`config.mk`:
```
export PLATFORM = sky130hd
export DESIGN_NAME = display_scan_ctrl
export DESIGN_NICKNAME = d
export VERILOG_FILES = /design/src/rtl/display_scan_ctrl.sv
export SDC_FILE = /design/constraint.sdc
export NUM_CORES = 1
export LEC_CHECK = 0
export BUFFER_PORTS_ARGS = -buffer_cell sky130_fd_sc_hd__buf_2
export CAP_MARGIN = 20
export CORE_MARGIN = 3
export CORE_UTILIZATION = 59
export DETAILED_ROUTE_END_ITERATION = 12
export PLACE_DENSITY = 0.86
export SYNTH_ARGS = -nofsm -noshare
export SYNTH_HDL_FRONTEND = slang
export SYNTH_SLANG_ARGS = --single-unit
```
`constraint.sdc`:
```
create_clock -name clk -period 2.3 [get_ports clk]
set_input_delay 0.115 -clock clk [delete_from_list [all_inputs] [get_ports clk]]
set_output_delay 0.115 -clock clk [all_outputs]
set_load 0.005 [all_outputs]
```
`src/rtl/display_scan_ctrl.sv`:
```
// Multiplexed four-digit display scanner with double-buffered data.
// New data is committed only between frames so a frame never tears.
module display_scan_ctrl #(
    parameter int DIV   = 4,
    parameter int GUARD = 1
) (
    input  logic        clk,
    input  logic        rst_n,
    input  logic        load,
    input  logic [15:0] data,
    input  logic [3:0]  blank,
    output logic [3:0]  seg_bin,
    output logic [3:0]  digit_en,
    output logic        load_ack,
    output logic        frame_start
);

    typedef enum logic [1:0] {
        ST_OFF,
        ST_GUARD,
        ST_SHOW
    } state_t;

    localparam logic [15:0] DIV_LAST   = 16'(DIV - 1);
    localparam logic [15:0] GUARD_LAST = (GUARD > 0) ? 16'(GUARD - 1) : 16'd0;

    state_t      state;
    logic [15:0] cnt;
    logic [1:0]  idx;
    logic        pending;
    logic [15:0] pend_data;
    logic [3:0]  pend_blank;
    logic [15:0] act_data;
    logic [3:0]  act_blank;

    logic        commit;
    logic        slot_start;
    logic [1:0]  next_idx;
    logic [15:0] src_data;
    logic [3:0]  src_blank;

    function automatic logic [3:0] nib(input logic [15:0] d, input logic [1:0] i);
        return d[{i, 2'b00} +: 4];
    endfunction

    function automatic logic [3:0] sel(input logic [3:0] b, input logic [1:0] i);
        return b[i] ? 4'b0000 : (4'b0001 << i);
    endfunction

    // A new slot begins either on commit from OFF or at the end of a SHOW.
    always_comb begin
        commit     = 1'b0;
        slot_start = 1'b0;
        next_idx   = idx;
        case (state)
            ST_OFF: begin
                if (pending) begin
                    commit     = 1'b1;
                    slot_start = 1'b1;
                    next_idx   = 2'd0;
                end
            end
            ST_SHOW: begin
                if (cnt == DIV_LAST) begin
                    slot_start = 1'b1;
                    next_idx   = idx + 2'd1;
                    commit     = pending && (idx == 2'd3);
                end
            end
            default: ;
        endcase
        src_data  = commit ? pend_data  : act_data;
        src_blank = commit ? pend_blank : act_blank;
    end

    always_ff @(posedge clk or negedge rst_n) begin
        if (!rst_n) begin
            state       <= ST_OFF;
            cnt         <= 16'd0;
            idx         <= 2'd0;
            pending     <= 1'b0;
            pend_data   <= 16'd0;
            pend_blank  <= 4'd0;
            act_data    <= 16'd0;
            act_blank   <= 4'd0;
            seg_bin     <= 4'd0;
            digit_en    <= 4'd0;
            load_ack    <= 1'b0;
            frame_start <= 1'b0;
        end else begin
            load_ack    <= 1'b0;
            frame_start <= 1'b0;
            if (slot_start) begin
                idx         <= next_idx;
                cnt         <= 16'd0;
                seg_bin     <= nib(src_data, next_idx);
                frame_start <= (next_idx == 2'd0);
                load_ack    <= commit;
                if (commit) begin
                    act_data  <= pend_data;
                    act_blank <= pend_blank;
                    pending   <= 1'b0;
                end
                if (GUARD == 0) begin
                    state    <= ST_SHOW;
                    digit_en <= sel(src_blank, next_idx);
                end else begin
                    state    <= ST_GUARD;
                    digit_en <= 4'd0;
                end
            end else if (state == ST_GUARD) begin
                if (cnt == GUARD_LAST) begin
                    state    <= ST_SHOW;
                    cnt      <= 16'd0;
                    digit_en <= sel(act_blank, idx);
                end else begin
                    cnt <= cnt + 16'd1;
                end
            end else if (state == ST_SHOW) begin
                cnt <= cnt + 16'd1;
            end
            // A load on a commit edge lands in pend after the old pend moved on.
            if (load) begin
                pend_data  <= data;
                pend_blank <= blank;
                pending    <= 1'b1;
            end
        end
    end

endmodule

```
* Word-level counts from Yosys, hierarchy flattened
Cells that the tools add are included.
** Storage, ports and cells
- Register bits :: 71
- Input bits :: 23
- Logic and storage cells :: 60
** Cells by class
- $add $sub $neg :: 2
- Order comparisons :: 1
- Equality and inequality tests :: 4
- Shift-type cells :: 2
- Mux-type cells :: 27
- Reductions and logical operators :: 12
** Operators with widths (count)
- 16-bit 2-to-1 mux :: 5
- 16-bit by 1-bit adder with 16-bit output, second input constant :: 1
- 16-bit by 2-bit == test with 1-bit output, second input constant :: 1
- 16-bit logical NOT :: 1
- 4-bit 2-to-1 mux :: 4
- 16-bit by 5-bit variable part select with 4-bit output :: 1
- 2-bit 2-to-1 mux :: 5
- 1-bit 2-to-1 mux :: 9
- 2-bit nonzero test :: 4
- 2-bit AND reduction :: 3
- 2-bit == test, second input constant :: 2
- 2-bit logical NOT :: 2
- 1-bit case mux with 2 select lines :: 2
- 2-bit case mux with 2 select lines :: 1
- 1-bit by 2-bit << shifter with 4-bit output, first input constant :: 1
- 2-bit by 3-bit < comparator with 1-bit output, second input constant :: 1
- 3-bit nonzero test :: 1
- 2-bit by 1-bit adder with 2-bit output, second input constant :: 1
- 1-bit binary-select mux with 2-bit select :: 1
- 2-bit by 1-bit == test with 1-bit output, second input constant :: 1
- 1-bit logical AND :: 1

* Longest topological paths before layout
- Word-level depth :: 7
- Gate-level depth with buffers :: 9
- Mapped depth without buffers :: 7

* Worst setup path after synthesis
No wires, ideal clock.
- Kind :: reg2reg
- Start :: register cnt[0]
- End :: register seg_bin[1]
- Setup time :: 0.135 ns
- Arrival :: 1.951 ns
- Data required time :: 2.165 ns
- Slack :: 0.215 ns
- Cell stages (with the launch flop) :: 10
- Buffers on the path :: 2
- Clock period less this slack :: 2.085 ns
- Cells stage by stage :: dfrtp_1 > ha_1 > nor3b_1 > and4_4 > buf_6 > a21o_4 > buf_6 > a221o_1 > mux2i_1 > o211ai_1
** Between the ends
- Cells in the longest elaborated chain, start to end :: 5
- Elaborated cells on any way between the ends :: 9
- Those cells by class :: 1 x eq/ne; 1 x shift; 7 x mux
** Ends and longest elaborated chain
- start: declaration :: RTL line 28 : logic [15:0] cnt;
- start signal: assignment :: RTL line 117 : cnt <= cnt + 16'd1;
- start signal: assignment :: RTL line 120 : cnt <= cnt + 16'd1;
- 16-bit by 2-bit == test with 1-bit output * :: RTL line 64 : if (cnt == DIV_LAST) begin
- 1-bit 2-to-1 mux :: RTL line 64
- 1-bit case mux with 2 select lines :: RTL line 55 : case (state)
- 16-bit 2-to-1 mux
- 16-bit by 5-bit variable part select with 4-bit output :: RTL line 43 : return d[{i, 2'b00} +: 4];
- end signal: assignment :: RTL line 96 : seg_bin <= nib(src_data, next_idx);
- end: declaration :: RTL line 12 : output logic [3:0] seg_bin,
Mark *: on every way between the ends. The rest lies on a longest branch, timed or not.
A chain may end at the register's enable or synchronous reset.

* Worst setup path in the final report
- Start :: register cnt[0]
- End :: register seg_bin[0]
The elaborated chain is that of the path after synthesis.

==> out/summary.txt <==
Final Setup Violations: 0
Pleak: 1.91 nW
status: finished clean
pin count of the biggest net entering global routing: 72
die width: 81.8 microns
worst relative slew slack: 41.4%
highest layer used for signal routing: met4
leading area contributor after synthesis: dfrtp_1
max-cap violation count: 0
Hold WS: 0.0191 ns
register area share after synthesis: 52.5%
post-synthesis cell type count: 49
Clock Tree Buf Depth: 2
final WL: 7540 microns
Finished Cell Area: 4080 sq um
final period utilization: 95.0%
Post-synth EDFFs: 0
#FFs+latches synth: 71
Clock Sinks: 71
met1 wire length: 3190 microns
WS Path Type: register to register
via count: 2,640
Max VDD drop: 416 uV
fraction of layout cells with a size suffix above 1: 29.9%
Syn. warnings: 0
initial antenna violation count: 0
number of H-tree levels: 3
ys flop type: dfrtp_1
Pwr Total: 2.35 mW
CTS root buf: clkbuf_8
most common cell after layout, fill and taps aside: dfrtp_1
ys async rst share: 100%
DIE AREA: 6680 sq um
HPWL after detailed placement: 4950 microns
fmax: 0.458 GHz
area of the multi-input gates: 1510 sq um
Startpoint Class: register
number of global-route vias before repair: 2,606
most frequent cells in the layout: 71 x dfrtp_1, 32 x buf_2, 29 x mux2_2, 28 x nand2_1, 23 x nor2_1
largest cells by area after synthesis: dfrtp_1 52%, mux2_2 9.6%, nand2_1 3.1%, nand3_1 3.0%, nor2_1 2.5%
core area: 5340 sq um
Pre-Repair DR Iteration Count: 5
CP Data Required Time: 2.53 ns
mapped cell area: 3390 sq um
Starting DRT DRC Count: 170
vias per cell: 6.03
routed wl met2: 3660 microns
Fill cells: 335
post-synthesis average cell area: 11.5 sq um
PortBufs: 32
row cnt: 26
final hold violations: 0
worst slew pin tran: 0.880 ns
Worst Setup End Kind: register
CTS tree: yes
Initial Utilization: 63.5%
PwrDens: 577 nW/um^2
Synth Net Count: 323
Final nets: 392
Worst-path clk slew: 0.08 ns
Final Slew Violations: 0
DR WL/cell: 17.2 microns
CTS buffer count: 9
Mapped Cells: 294
min Tclk post-route: 2.18 ns
Hold Path Class: input pin to register
crit-path max FO: 14
Overflow after GRT: 0
clock skew: 0.00966 ns
first-pass GRT wire length: 12,100 microns
Remaining DRCs: 0
Die H: 81.8 microns
Final Wtd Congestion: 0.818
Tot GR Track Use: 24.6%
Worst-Skew Late Latency: 0.36 ns
Inserted Diodes: 0
I/O pins: 33
metal3 WL: 520 microns
Antenna Nets Post-Route: 0
post-synth top area share: 52.5%
area grow syn2layout: 20.5%
Crit path arrival time: 2.41 ns
Area after DPL: 3660 sq um
final cell utilization of the core: 76.5%
Reg area: 1780 sq um
per-stage QoR:
stage	std cells	setup slack, ns	TNS [ns]
floorplan	294	0.215	0
global placement	398	0.189	0
finish	438	0.115	0
CTS	433	0.0670	0
global route	438	-0.0184	-0.0255
detailed placement	398	0.0700	0
state kept, by name, indices dropped and copies added (netlist names):
register	flops
act_data	16
cnt	16
pend_data	16
act_blank	4
digit_en	4
pend_blank	4
seg_bin	4
idx	2
state	2
frame_start	1
load_ack	1
pending	1
where the power goes:
group	leakage, nW	switching (mW)	internal [mW]	total (mW)
clock	0.0894	0.490	0.392	0.882
combinational	1.00	0.0573	0.0828	0.140
sequential	0.816	0.0349	1.30	1.33
area by class of cell:
type | count | area share [%]
sequential | 71 | 43.6
clock buffer | 9 | 3.04
clock inverter | 7 | 1.20
inverter | 9 | 0.828
tap | 70 | 2.15
multi-input combinational | 202 | 37.1
timing repair buffer | 70 | 12.1
what timing repair did:
| action | CTS | global route |
|---|---|---|
| hold endpoints to repair | 89 | 1 |
| hold buffers | 19 | 1 |
| buffers inserted | 0 | 4 |
| resized for setup | 0 | 2 |
| setup endpoints to repair | 0 | 4 |
final timing paths:
kind                            slack, ns                     from  depth (start not counted)                        to
worst min register to register       0.51  digit_en[2]$_DFFE_PN0P_                          1   digit_en[2]$_DFFE_PN0P_
worst min-delay path                 0.02                  data[8]                          2  pend_data[8]$_DFFE_PN0P_
min in group asynchronous            0.49                    rst_n                          3      state[0]$_DFFE_PN0P_
worst max register to register       0.12       cnt[0]$_DFFE_PN0P_                          8    seg_bin[0]$_DFFE_PN0P_
worst max-delay path                 0.12       cnt[0]$_DFFE_PN0P_                          8    seg_bin[0]$_DFFE_PN0P_
max in group asynchronous            1.24                    rst_n                          3  act_blank[3]$_DFFE_PN0P_
worst max-delay path, cell delays in order (launching register included):
cell and delay [ns]:
dfrtp_1 0.41, ha_1 0.24, nor3b_2 0.17, and4_4 0.19
buf_4 0.15, a21o_4 0.26, a221o_1 0.38, mux2i_1 0.15
o211ai_1 0.10
synthesized netlist by cell type (2+ instances only):
library cell / n
a21o_1: 2
nand2_1: 28
dfrtp_1: 71
mux2i_1: 6
and4_1: 2
buf_2: 4
o211ai_1: 10
a22oi_1: 8
nor4_2: 3
a22o_1: 4
nor3_1: 2
a221o_1: 6
ha_1: 6
clkbuf_1: 3
mux2_2: 29
nor3_2: 2
xnor2_1: 6
nor2_1: 23
nand2_2: 2
and3_1: 7
nand4_1: 3
o21ai_0: 3
a21oi_1: 2
xor2_1: 8
inv_1: 9
buf_6: 3
nand3_1: 20
routing by layer:
layer,track usage (%),vias to the layer above
li1,-,1200
met1,31.6,1299
met2,39.3,121
met3,6.80,20
met4,10.1,0
met5,0,-
cells by family (layout without fill, tap and decap cells):
kind of cell | after synthesis | in the layout | synth area share [%]
and+or+nand+nor | 104 | 104 | 16.7
adders and majority gates | 6 | 6 | 2.22
muxes | 36 | 36 | 12.1
AOI/OAI and AO/OA | 42 | 42 | 9.61
DFF | 71 | 71 | 52.5
xor gates and xnor gates | 14 | 14 | 3.62
buffers and inverters | 21 | 95 | 3.25
No activity file was read; power rests on OpenSTA's default activity.
